$ cat config.mk
export PLATFORM = sky130hd
export DESIGN_NAME = fifo_rd_packer
export DESIGN_NICKNAME = d
export VERILOG_FILES = /design/src/rtl/fifo_rd_packer.sv
export SDC_FILE = /design/constraint.sdc
export NUM_CORES = 1
export LEC_CHECK = 0
export BUFFER_PORTS_ARGS = -buffer_cell sky130_fd_sc_hd__buf_2
export CAP_MARGIN = 5
export CORE_ASPECT_RATIO = 1.4
export CORE_MARGIN = 5
export CORE_UTILIZATION = 25
export DETAILED_ROUTE_END_ITERATION = 16
export GPL_ROUTABILITY_DRIVEN = 1
export GPL_TIMING_DRIVEN = 0
export HOLD_SLACK_MARGIN = 0.12
export SLEW_MARGIN = 25
export SYNTH_ARGS = -nofsm -noshare
export SYNTH_HDL_FRONTEND = slang
export SYNTH_SLANG_ARGS = --single-unit
$ cat constraint.sdc
create_clock -name rclk -period 2.6 [get_ports rclk]
set_input_delay 0.39 -clock rclk [delete_from_list [all_inputs] [get_ports rclk]]
set_output_delay 0.39 -clock rclk [all_outputs]
set_load 0.005 [all_outputs]
$ cat src/rtl/fifo_rd_packer.sv
// -----------------------------------------------------------------------------
// fifo_rd_packer
//   Read-side consumer of the async FIFO, clocked entirely in the read domain.
//   Pops datawidth-bit words from the FIFO and packs pack_words of them into
//   one wide beat, presented on a valid/ready stream.
//
//   Optional feature (macro PACK_TIMEOUT_EN): a partial beat is flushed after
//   timeout_cycles idle cycles. Without the macro only full beats are emitted
//   and m_keep is tied all-ones.
//
// Ports
//   rclk     in   read-domain clock (same as the FIFO rclk)
//   rrst     in   asynchronous active-high reset
//   rempty   in   FIFO empty flag
//   rdata    in   FIFO head word, valid whenever rempty=0
//   rinc     out  pop strobe to the FIFO (combinational)
//   m_data   out  packed beat, word 0 at the LSBs
//   m_keep   out  per-word valid mask
//   m_valid  out  beat valid
//   m_ready  in   downstream accept
//
// Stream handshake: a beat transfers on any rising rclk where m_valid and
// m_ready are both 1. While m_valid=1 and m_ready=0, m_data and m_keep hold.
// m_valid never drops without a transfer. m_ready may depend combinationally
// on m_valid, but m_valid never depends on m_ready in the same cycle.
// -----------------------------------------------------------------------------
module fifo_rd_packer #(
   parameter int datawidth      = 8,
   parameter int pack_words     = 4,
   parameter int cnt_width      = 2,
   parameter int timeout_cycles = 16
) (
   input  logic                            rclk,
   input  logic                            rrst,
   input  logic                            rempty,
   input  logic [datawidth-1:0]            rdata,
   output logic                            rinc,
   output logic [pack_words*datawidth-1:0] m_data,
   output logic [pack_words-1:0]           m_keep,
   output logic                            m_valid,
   input  logic                            m_ready
);

   localparam int                   acc_width = (pack_words - 1) * datawidth;
   localparam logic [cnt_width-1:0] last_cnt  = cnt_width'(pack_words - 1);

   // Elaboration-time parameter sanity checks.
   if (pack_words < 2 || (1 << cnt_width) != pack_words) begin : g_bad_pack
      $error("fifo_rd_packer: pack_words must be a power of 2 >= 2 equal to 2**cnt_width");
   end
   if (timeout_cycles < 1) begin : g_bad_timeout
      $error("fifo_rd_packer: timeout_cycles must be >= 1");
   end

   // The last word of a beat is never stored in acc: it goes straight from
   // rdata into the output register, so acc only needs pack_words-1 slots.
   logic [acc_width-1:0] acc;
   logic [cnt_width-1:0] cnt;
   logic                 out_free;
   logic                 take;

   assign out_free = !m_valid || m_ready;

   // Only the final word of a beat needs room in the output register; the
   // others can always be absorbed into acc.
   assign rinc = !rempty && !rrst && ((cnt != last_cnt) || out_free);
   assign take = rinc;

`ifdef PACK_TIMEOUT_EN
   localparam int                    idle_width = $clog2(timeout_cycles + 1);
   localparam logic [idle_width-1:0] idle_max   = idle_width'(timeout_cycles);

   logic [idle_width-1:0]           idle;
   logic                            flush;
   logic [pack_words*datawidth-1:0] flush_data;
   logic [pack_words-1:0]           flush_keep;

   // A word take in the same cycle wins over a flush.
   assign flush = (cnt != '0) && !take && (idle == idle_max) && out_free;

   // Slots at or above cnt may hold words from an earlier beat; mask them.
   always_comb begin
      flush_data = '0;
      flush_keep = '0;
      for (int i = 0; i < pack_words - 1; i++) begin
         if (i < int'(cnt)) begin
            flush_data[i*datawidth +: datawidth] = acc[i*datawidth +: datawidth];
            flush_keep[i]                        = 1'b1;
         end
      end
   end

   // Idle counter saturates at idle_max while the output is blocked, so the
   // flush fires as soon as the output frees up.
   always_ff @(posedge rclk or posedge rrst) begin
      if (rrst) begin
         idle <= '0;
      end else if (take || flush) begin
         idle <= '0;
      end else if ((cnt != '0) && (idle != idle_max)) begin
         idle <= idle + 1'b1;
      end
   end

   always_ff @(posedge rclk or posedge rrst) begin
      if (rrst) begin
         m_keep <= '0;
      end else if (take && (cnt == last_cnt)) begin
         m_keep <= '1;
      end else if (flush) begin
         m_keep <= flush_keep;
      end
   end
`else
   assign m_keep = '1;
`endif

   always_ff @(posedge rclk or posedge rrst) begin
      if (rrst) begin
         cnt     <= '0;
         acc     <= '0;
         m_valid <= 1'b0;
         m_data  <= '0;
      end else begin
         // Transfer clears valid; a beat loaded this same cycle overrides it.
         if (m_valid && m_ready) begin
            m_valid <= 1'b0;
         end
         if (take) begin
            if (cnt == last_cnt) begin
               m_data  <= {rdata, acc};
               m_valid <= 1'b1;
               cnt     <= '0;
            end else begin
               acc[cnt*datawidth +: datawidth] <= rdata;
               cnt                             <= cnt + 1'b1;
            end
         end
`ifdef PACK_TIMEOUT_EN
         else if (flush) begin
            m_data  <= flush_data;
            m_valid <= 1'b1;
            cnt     <= '0;
         end
`endif
      end
   end

endmodule

==> flow_summary_export.csv, run 1 <==
group,metric,value,unit
outcome,status,"finished, final reports clean",
logic_synthesis,ys_seq_elements,59,
detailed_routing,first_iter_violations,39,
placed_design,place_area,2780,um2
logic_synthesis,syn-mean-instance-area,14.0,um2
timing,min_period_over_period,0.832,
power,p_sw_frac,0.267,
floorplanning,ios,50,
detailed_routing,final_antenna_net_count,0,
grt,antenna_found_initial,0,
timing,hold_violations,0,
timing,slew_headroom,0.611,
clock_network,cts_resized,0,
placed_design,gp_congestion,0.692,
clock_network,cts-root-buf,"clkbuf_16",
power,p_int,2480,uW
final_layout,final_common_cell,"dfrtp_1",
final_layout,fin_cells,346,
detailed_routing,avgViaCountPerCell,4.41,
final_layout,diodes,0,
clock_network,clk_pin_slew,0.05,ns
timing,timing.hold.ws,0.352,ns
setup_path,r2r_cells,6,
logic_synthesis,ys_types,24,
logic_synthesis,synth_top_area_frac,0.621,
timing,fin_crit,2.16,ns
floorplanning,die_h,125,um
detailed_routing,wl_per_cell,14.8,um
floorplanning,die_area,11600,um2
grt,overflow,0,
clock_network,h-tree-depth,3,
detailed_routing,vias,1526,
job,maxCapViolCount,0,
setup_path,critPathMaxFanout,9,
power,p_comb_frac,0.231,
timing,tns,0,ns
clock_network,clock_latency,0.32,ns
logic_synthesis,ys_warn_count,0,
hold_path,hold_start,"rdata[0]",
clock_network,cts_buffers,9,
timing,fin_skew,0.00693,ns
placed_design,io_buffers,45,
setup_path,worstPathArrival,2.42,ns
hold_path,hold_path_end,"acc[16]",
logic_synthesis,synth_xor_area_frac,0,
floorplanning,coreArea,9410,um2
power,p_leak,0.00158,uW
timing,rsz0062_at_grt,"false",
final_layout,final_cell_mix,"59 x dfrtp_1, 49 x buf_2, 33 x mux2_2",
detailed_routing,firstDrtPassIters,4,
timing,maxSlewViolCount,0,
final_layout,layout-drive-gt1-share,0.458,
logic_synthesis,muxShareOfSynthArea,0.156,
setup_path,ff2ff_setup_slack,0.48,ns
floorplanning,fp-row-count,42,
detailed_routing,finalWirelength,5.12,mm
logic_synthesis,synth_cells,170,
placed_design,dp_cells,329,
final_layout,num-fill-cells,937,
final_layout,multi_input_area,826,um2
hold_path,hold_depth,2,
setup_path,reg2reg_to,"acc[18]",
logic_synthesis,ys_top_cells_by_area,"dfrtp_1 62%, mux2_2 16%, a22o_1 5.9%",
floorplanning,start_util,0.253,
clock_network,post-cts-setup-buffer-count,0,
setup_path,reg2reg_from,"cnt[0]",
grt,grt_start_max_net_pins,34,
floorplanning,die_w,92.4,um
final_layout,synthToLayoutAreaGrowth,30.3,%
placed_design,dp_hpwl,3.68,mm
grt,grtUsageTotal,0.0925,
clock_network,cts_tree,"done",
logic_synthesis,yosys.area_share.simple,0.0773,
power,power_switching,906,uW
timing,max_freq,462,MHz
logic_synthesis,yosysTopAreaCell,"dfrtp_1",
clock_network,cts.sink_count,59,
logic_synthesis,synth_area,2380,um2
detailed_routing,drcViolationCount,0,
setup_path,crit_path_end_kind,"register",
final_layout,design_area,3100,um2
setup_path,critPathRequiredTime,2.86,ns
logic_synthesis,yosysSeqAreaShare,0.621,
hold_path,hp-class,"in2reg",
grt,grt_pass1_wl,8.22,mm
power,peakVddDrop,0.000506,V
timing,final-setup-viol-count,0,
grt,grt_pass1_vias,1537,
setup_path,worst_setup_path_start_kind,"primary input",
power,clkPwrFrac,0.358,
logic_synthesis,synth_top_family_by_area,"multiplexers",
power,p_seq_frac,0.411,
power,p_per_area,1090,nW/um2
logic_synthesis,yosys.area_share.adder,0.0263,
setup_path,startpoint,"rrst",
logic_synthesis,synth_compound_area_frac,0.0810,
timing,worst_pin_slew,0.579,ns
setup_path,path_class,"in2reg",
clock_network,cts_buffer_depth,2,
final_layout,regArea,1480,um2
final_layout,nets,248,
-- registers in the layout (all words and copies together) (netlist names) --
register	cells
m_data	32
acc	24
cnt	2
m_valid	1
-- power groups by stage --
stage                     clock network (uW)  registers, uW  logic [uW]
after global routing                    1280           1440         876
after CTS                               1240           1400         809
final                                   1210           1390         783
after global placement                     0           1400         783
after floorplan                            0           1400         471
after detailed placement                   0           1410         804
-- layer usage --
layer,up-vias,GRT usage,part of all wire
met4,0,0.0394,0.015
met2,46,0.138,0.46
met5,-,0,0
met3,9,0.0355,0.069
li1,723,-,-
met1,748,0.119,0.45
-- worst max-delay path, stage by stage --
cell and delay, ns:
dlygate4sd3_1 0.52, buf_2 0.16, or4b_4 0.53, buf_6 0.16
nor4_4 0.44, a22o_1 0.22
-- worst max-delay path by stage --
stage,end,slack [ns],depth (start not counted)
2_1_floorplan,acc[0],0.75,1
3_3_place_gp,m_data[26],-0.01,2
3_5_place_dp,acc[18],0.47,6
4_1_cts,acc[20],0.41,6
5_1_grt,acc[18],0.35,6
6_report,acc[18],0.44,6
-- synth_stat cells --
| library cell | number |
|---|---|
| a22o_1 | 16 |
| buf_1 | 1 |
| buf_2 | 4 |
| buf_4 | 4 |
| buf_6 | 1 |
| clkbuf_1 | 2 |
| conb_1 | 1 |
| dfrtp_1 | 59 |
| ha_1 | 5 |
| inv_1 | 4 |
| mux2_2 | 33 |
| nand2_1 | 17 |
| nand2b_1 | 1 |
| nand3_1 | 2 |
| nand3b_1 | 1 |
| nor2_1 | 2 |
| nor3_4 | 1 |
| nor4_4 | 1 |
| nor4bb_1 | 1 |
| o21a_1 | 1 |
| o21ai_0 | 9 |
| or2b_1 | 1 |
| or4b_1 | 2 |
| or4b_4 | 1 |
-- repair_timing --
action	in CTS	in global routing
setup endpoints to repair	0	0
hold buffers	1	0
endpoints found under the hold margin	26	0
-- cells by family after synthesis --
kind of cell,after synthesis
other,1
muxes,33
AOI/OAI and AO/OA,26
DFF,59
and+or+nand+nor,30
adders and majority gates,5
buffers and inverters,16
-- through the flow --
| step | setup slack, ns | power [uW] | utilization |
|---|---|---|---|
| floorplan | 0.754 | 1870 | - |
| global placement | -0.0101 | 2180 | 0.293 |
| detailed placement | 0.472 | 2220 | 0.295 |
| CTS | 0.414 | 3450 | 0.329 |
| global route | 0.352 | 3600 | 0.329 |
| finish | 0.436 | 3390 | 0.329 |
-- layout make-up --
class                      count  area share
sequential                    59       0.476
multi-input combinational     98       0.266
clock buffer                  12      0.0860
timing repair buffer          47      0.0824
tap                          110      0.0444
buffer                        12      0.0234
clock inverter                 4      0.0153
inverter                       4     0.00565
Note: power is estimated with default switching activity, not from simulation.
==> inputs of run 2 (changes only) <==
clock period = 2 ns   (was 2.6 ns; I/O delays follow)
==> run 2 against run 1 <==
Compared with the run above: hold slack got worse by 0.091 ns; first-iteration DRC count increased by 23%; sequential power increased by 31%; die area unchanged; flip-flop and latch count unchanged; via count unchanged; core utilization increased by 0.17 points; highest routed layer unchanged.
==> flow_summary_export.csv, run 2 (same netlist as run 1, synthesis figures left out) <==
group,metric,value,unit
detailed_routing,finalWirelength,5.13,mm
placed_design,place_area,2780,um2
timing,rsz0062_at_grt,"false",
setup_path,r2r_cells,6,
final_layout,postLayoutCoreUtil,0.331,
final_layout,diodes,0,
grt,grtUsageTotal,0.0925,
clock_network,cts_buffer_depth,2,
setup_path,critPathBufInv,4,
grt,antenna_found_initial,0,
final_layout,design_area,3120,um2
floorplanning,fp-row-count,42,
power,p_per_area,1420,nW/um2
timing,final-setup-viol-count,0,
hold_path,hold_path_end,"acc[16]",
timing,fin_skew,0.00657,ns
floorplanning,die_w,92.4,um
power,p_leak,0.00159,uW
detailed_routing,avgViaCountPerCell,4.40,
setup_path,ff2ff_setup_slack,0.12,ns
setup_path,reg2reg_to,"acc[4]",
final_layout,final_common_cell,"dfrtp_1",
floorplanning,die_h,125,um
setup_path,cp_top_family,"buffers and inverters",
final_layout,largest_register_ffs,32,
floorplanning,coreArea,9410,um2
final_layout,layout-drive-gt1-share,0.481,
grt,grt_pass1_vias,1536,
placed_design,dp_hpwl,3.68,mm
grt,grt_start_max_net_pins,34,
setup_path,crit_chain,"dlygate4sd3_1 > buf_2 > or4b_4 > buf_6 > nor4_4 > buf_4 > a22o_1",
power,peakVddDrop,0.000656,V
setup_path,path_class,"in2reg",
setup_path,reg2reg_from,"cnt[0]",
final_layout,num-fill-cells,937,
timing,min_period_over_period,0.945,
detailed_routing,vias,1526,
setup_path,crit_path_end_kind,"register",
timing,maxSlewViolCount,0,
floorplanning,die_area,11600,um2
setup_path,worst_setup_path_start_kind,"primary input",
setup_path,critPathMaxFanout,9,
final_layout,final_cell_mix,"58 x dfrtp_1, 50 x buf_2, 33 x mux2_2",
final_layout,largest_registers,"m_data: 32 flops, acc: 24 flops, cnt: 2 flops",
hold_path,hp-class,"in2reg",
detailed_routing,first_iter_violations,48,
detailed_routing,firstDrtPassIters,4,
setup_path,worstPathArrival,2.15,ns
clock_network,cts_buffers,9,
final_layout,synthToLayoutAreaGrowth,31.0,%
placed_design,gp_congestion,0.692,
timing,fin_crit,1.89,ns
detailed_routing,wl_per_cell,14.8,um
final_layout,nets,249,
placed_design,io_buffers,45,
floorplanning,ios,50,
floorplanning,start_util,0.253,
setup_path,cpPeakStageDelay,0.53,ns
final_layout,largest-register,"m_data",
timing,hold_violations,0,
detailed_routing,final_antenna_net_count,0,
clock_network,cts-root-buf,"clkbuf_16",
grt,grt_pass1_wl,8.22,mm
hold_path,hold_depth,2,
detailed_routing,drcViolationCount,0,
timing,max_freq,529,MHz
setup_path,worst-path-stages,7,
setup_path,slowest_stage,"or4b_4",
outcome,status,"finished, final reports clean",
job,maxCapViolCount,0,
clock_network,cts.sink_count,59,
setup_path,critPathRequiredTime,2.26,ns
clock_network,clock_latency,0.32,ns
clock_network,cts_tree,"done",
hold_path,hold_start,"rdata[0]",
clock_network,h-tree-depth,3,
grt,overflow,0,
clock_network,clk_pin_slew,0.05,ns
run 2: cell types whose count changed in the layout (fill, tap and decap cells not counted), sizes merged:
| cell | previous run | this run |
|---|---|---|
| buf | 56 | 59 |
| clkbuf | 14 | 12 |
run 2: per-layer routing:
metal / global-route usage / share of wire
met1: 0.120 / 0.45
met2: 0.137 / 0.46
met3: 0.0355 / 0.068
met4: 0.0394 / 0.015
met5: 0 / 0
run 2: worst max path at each step:
stage / start / end / slack [ns]
3_5_place_dp: cnt[0] / acc[18] / -0.13
6_report: rrst / acc[18] / 0.11
4_1_cts: cnt[0] / acc[18] / 0.01
3_3_place_gp: rrst / m_data[26] / -0.52
2_1_floorplan: cnt[0] / acc[16] / 0.18
5_1_grt: cnt[0] / acc[0] / 0.01
run 2: timing repair:
| item | in CTS | in global routing |
|---|---|---|
| endpoints found under the hold margin | 26 | 0 |
| gates resized for setup | 2 | 3 |
| setup buffers | 2 | 0 |
| hold buffers | 1 | 0 |
| pin swaps | 1 | 2 |
| endpoints found under the setup margin | 16 | 22 |
run 2: metrics by stage:
step	TNS, ns	setup WS (ns)	power (uW)	std cells	hold WS [ns]
floorplan	0	0.177	2430	173	0.433
global placement	-31.54	-0.520	2840	328	0.465
detailed placement	-1.32	-0.128	2880	329	0.345
CTS	0	0.00977	4490	348	0.257
global route	0	0.0116	4680	347	0.273
finish	0	0.109	4420	347	0.262
run 2: cell type report:
class | instances | area, um2 | area share
clock inverter | 4 | 47.5 | 0.0153
tap | 110 | 138 | 0.0442
multi-input combinational | 98 | 828 | 0.266
timing repair buffer | 49 | 270 | 0.0867
clock buffer | 12 | 267 | 0.0855
inverter | 4 | 17.5 | 0.00562
buffer | 11 | 70.1 | 0.0225
sequential | 59 | 1480 | 0.474
run 2: power breakdown:
group          leakage (uW)  internal, uW  switching [uW]
Clock              0.000155          1060             515
Combinational      0.000635           574             451
Sequential         0.000798          1600             215
run 2: worst register-to-register path, cell delays in order (launching register included):
cell     delay (ns)
dfrtp_2        0.46
inv_2          0.11
ha_1           0.21
or4b_1         0.58
buf_2          0.24
nand2_1        0.08
o21ai_0        0.07
==> inputs of run 3 (changes only) <==
PLACE_DENSITY = 0.47   (was default)
==> run 3 against run 2 <==
Compared with the run above: global-route usage rose by 0.48 points; critical path depth did not move; wire length rose by 1.9%; register-to-register slack improved by 0.02 ns; sequential share of layout area barely moved; non-clock buffer count did not move; final area barely moved; core utilization barely moved; clock power barely moved; critical path type unchanged.
==> flow_summary_export.csv, run 3 (same netlist as run 1, synthesis figures left out) <==
group,metric,value,unit
outcome,status,"finished, final reports clean",
detailed_routing,finalWirelength,5.23,mm
detailed_routing,vias,1542,
grt,antenna_found_initial,0,
final_layout,largest_register_ffs,32,
detailed_routing,final_antenna_net_count,0,
hold_path,hold_start,"rdata[1]",
hold_path,hp-class,"in2reg",
power,p_sw_frac,0.263,
power,p_leak,0.00160,uW
timing,timing.hold.ws,0.249,ns
floorplanning,die_w,92.4,um
final_layout,final_cell_mix,"58 x dfrtp_1, 50 x buf_2, 33 x mux2_2",
power,p_int,3260,uW
floorplanning,ios,50,
clock_network,cts.sink_count,59,
final_layout,largest_registers,"m_data: 32 flops, acc: 24 flops, cnt: 2 flops",
power,clkPwrFrac,0.359,
hold_path,hold_depth,2,
timing,hold_violations,0,
timing,fin_skew,0.00577,ns
job,maxCapViolCount,0,
grt,grt_pass1_wl,8.49,mm
timing,rsz0062_at_grt,"false",
clock_network,cts_tree,"done",
setup_path,path_class,"in2reg",
placed_design,gp_congestion,0.671,
clock_network,clock_latency,0.32,ns
final_layout,nets,249,
grt,grt_pass1_vias,1578,
clock_network,clk_pin_slew,0.05,ns
placed_design,place_area,2780,um2
floorplanning,coreArea,9410,um2
placed_design,dp_cells,329,
hold_path,hold_path_end,"acc[17]",
timing,final-setup-viol-count,0,
detailed_routing,avgViaCountPerCell,4.44,
setup_path,critPathRequiredTime,2.26,ns
final_layout,postLayoutCoreUtil,0.331,
final_layout,largest-register,"m_data",
floorplanning,fp-row-count,42,
grt,grt_start_max_net_pins,33,
placed_design,dp_hpwl,3.74,mm
power,peakVddDrop,0.000551,V
detailed_routing,drcViolationCount,0,
final_layout,diodes,0,
final_layout,num-fill-cells,954,
detailed_routing,wl_per_cell,15.1,um
setup_path,reg2reg_to,"acc[20]",
clock_network,cts_buffers,9,
setup_path,reg2reg_from,"cnt[0]",
final_layout,synthToLayoutAreaGrowth,31.1,%
setup_path,critPathMaxFanout,9,
timing,max_freq,527,MHz
final_layout,design_area,3120,um2
final_layout,fin_cells,347,
timing,fin_crit,1.90,ns
setup_path,ff2ff_setup_slack,0.14,ns
power,p_comb_frac,0.230,
timing,maxSlewViolCount,0,
power,power_switching,1170,uW
timing,min_period_over_period,0.949,
setup_path,worst_setup_path_start_kind,"primary input",
detailed_routing,firstDrtPassIters,4,
setup_path,r2r_cells,6,
clock_network,cts-root-buf,"clkbuf_16",
clock_network,h-tree-depth,3,
power,p_per_area,1420,nW/um2
setup_path,crit_path_end_kind,"register",
grt,grtUsageTotal,0.0973,
floorplanning,start_util,0.253,
placed_design,io_buffers,45,
final_layout,layout-drive-gt1-share,0.485,
setup_path,worstPathArrival,2.16,ns
detailed_routing,first_iter_violations,54,
grt,overflow,0,
power,p_seq_frac,0.411,
floorplanning,die_h,125,um
floorplanning,die_area,11600,um2
clock_network,cts_buffer_depth,2,
final_layout,final_common_cell,"dfrtp_1",
==> run 3: cell type report <==
class,instances,area [um2],share of cell area
Clock inverter,6,80.1,0.0257
Timing Repair Buffer,49,270,0.0867
Tap cell,110,138,0.0441
Multi-Input combinational cell,98,832,0.267
Buffer,11,73.8,0.0237
Sequential cell,59,1480,0.474
Inverter,4,17.5,0.00562
Clock buffer,10,229,0.0734
==> run 3: through the flow <==
stage	TNS [ns]	worst slack, ns	power, uW
2_1_floorplan	0	0.177	2430
3_3_place_gp	-39.76	-0.643	2850
3_5_place_dp	-2.15	-0.169	2880
4_1_cts	0	0.0258	4510
5_1_grt	0	0.0202	4700
6_report	0	0.102	4430
==> run 3: per-layer routing <==
metal | up-vias | wire length [um] | global-route usage | share of wire
met1 | 762 | 2350 | 0.130 | 0.45
met4 | 0 | 117 | 0.0525 | 0.022
met5 | - | 0 | 0 | 0
met2 | 44 | 2460 | 0.142 | 0.47
met3 | 12 | 303 | 0.0270 | 0.058
li1 | 724 | - | - | -
==> run 3: worst max-delay path, stage by stage <==
cell           delay, ns
dlygate4sd3_1       0.52
buf_2               0.16
or4b_4              0.54
buf_6               0.16
nor4_4              0.15
buf_4               0.19
a22o_1              0.13
==> run 3: worst max path at each step <==
stage | start | endpoint | cells after the start
floorplan | cnt[0] | acc[16] | 5
global placement | rrst | m_data[2] | 2
detailed placement | cnt[0] | acc[21] | 6
CTS | cnt[0] | acc[19] | 6
global route | rrst | acc[19] | 7
finish | rrst | acc[20] | 7
==> run 3: what timing repair did <==
action | in CTS | in global routing
hold endpoints to repair | 27 | 0
endpoints found under the setup margin | 16 | 22
pin swaps | 1 | 2
gates resized for setup | 5 | 2
hold buffers | 1 | 0
buffers inserted | 2 | 0
==> run 3: power by group through the flow <==
stage / clock network [uW] / registers, uW / logic (uW)
final: 1590 / 1820 / 1020
after global routing: 1690 / 1880 / 1130
after floorplan: 0 / 1820 / 613
after detailed placement: 0 / 1850 / 1030
after global placement: 0 / 1840 / 1010
after CTS: 1640 / 1830 / 1050
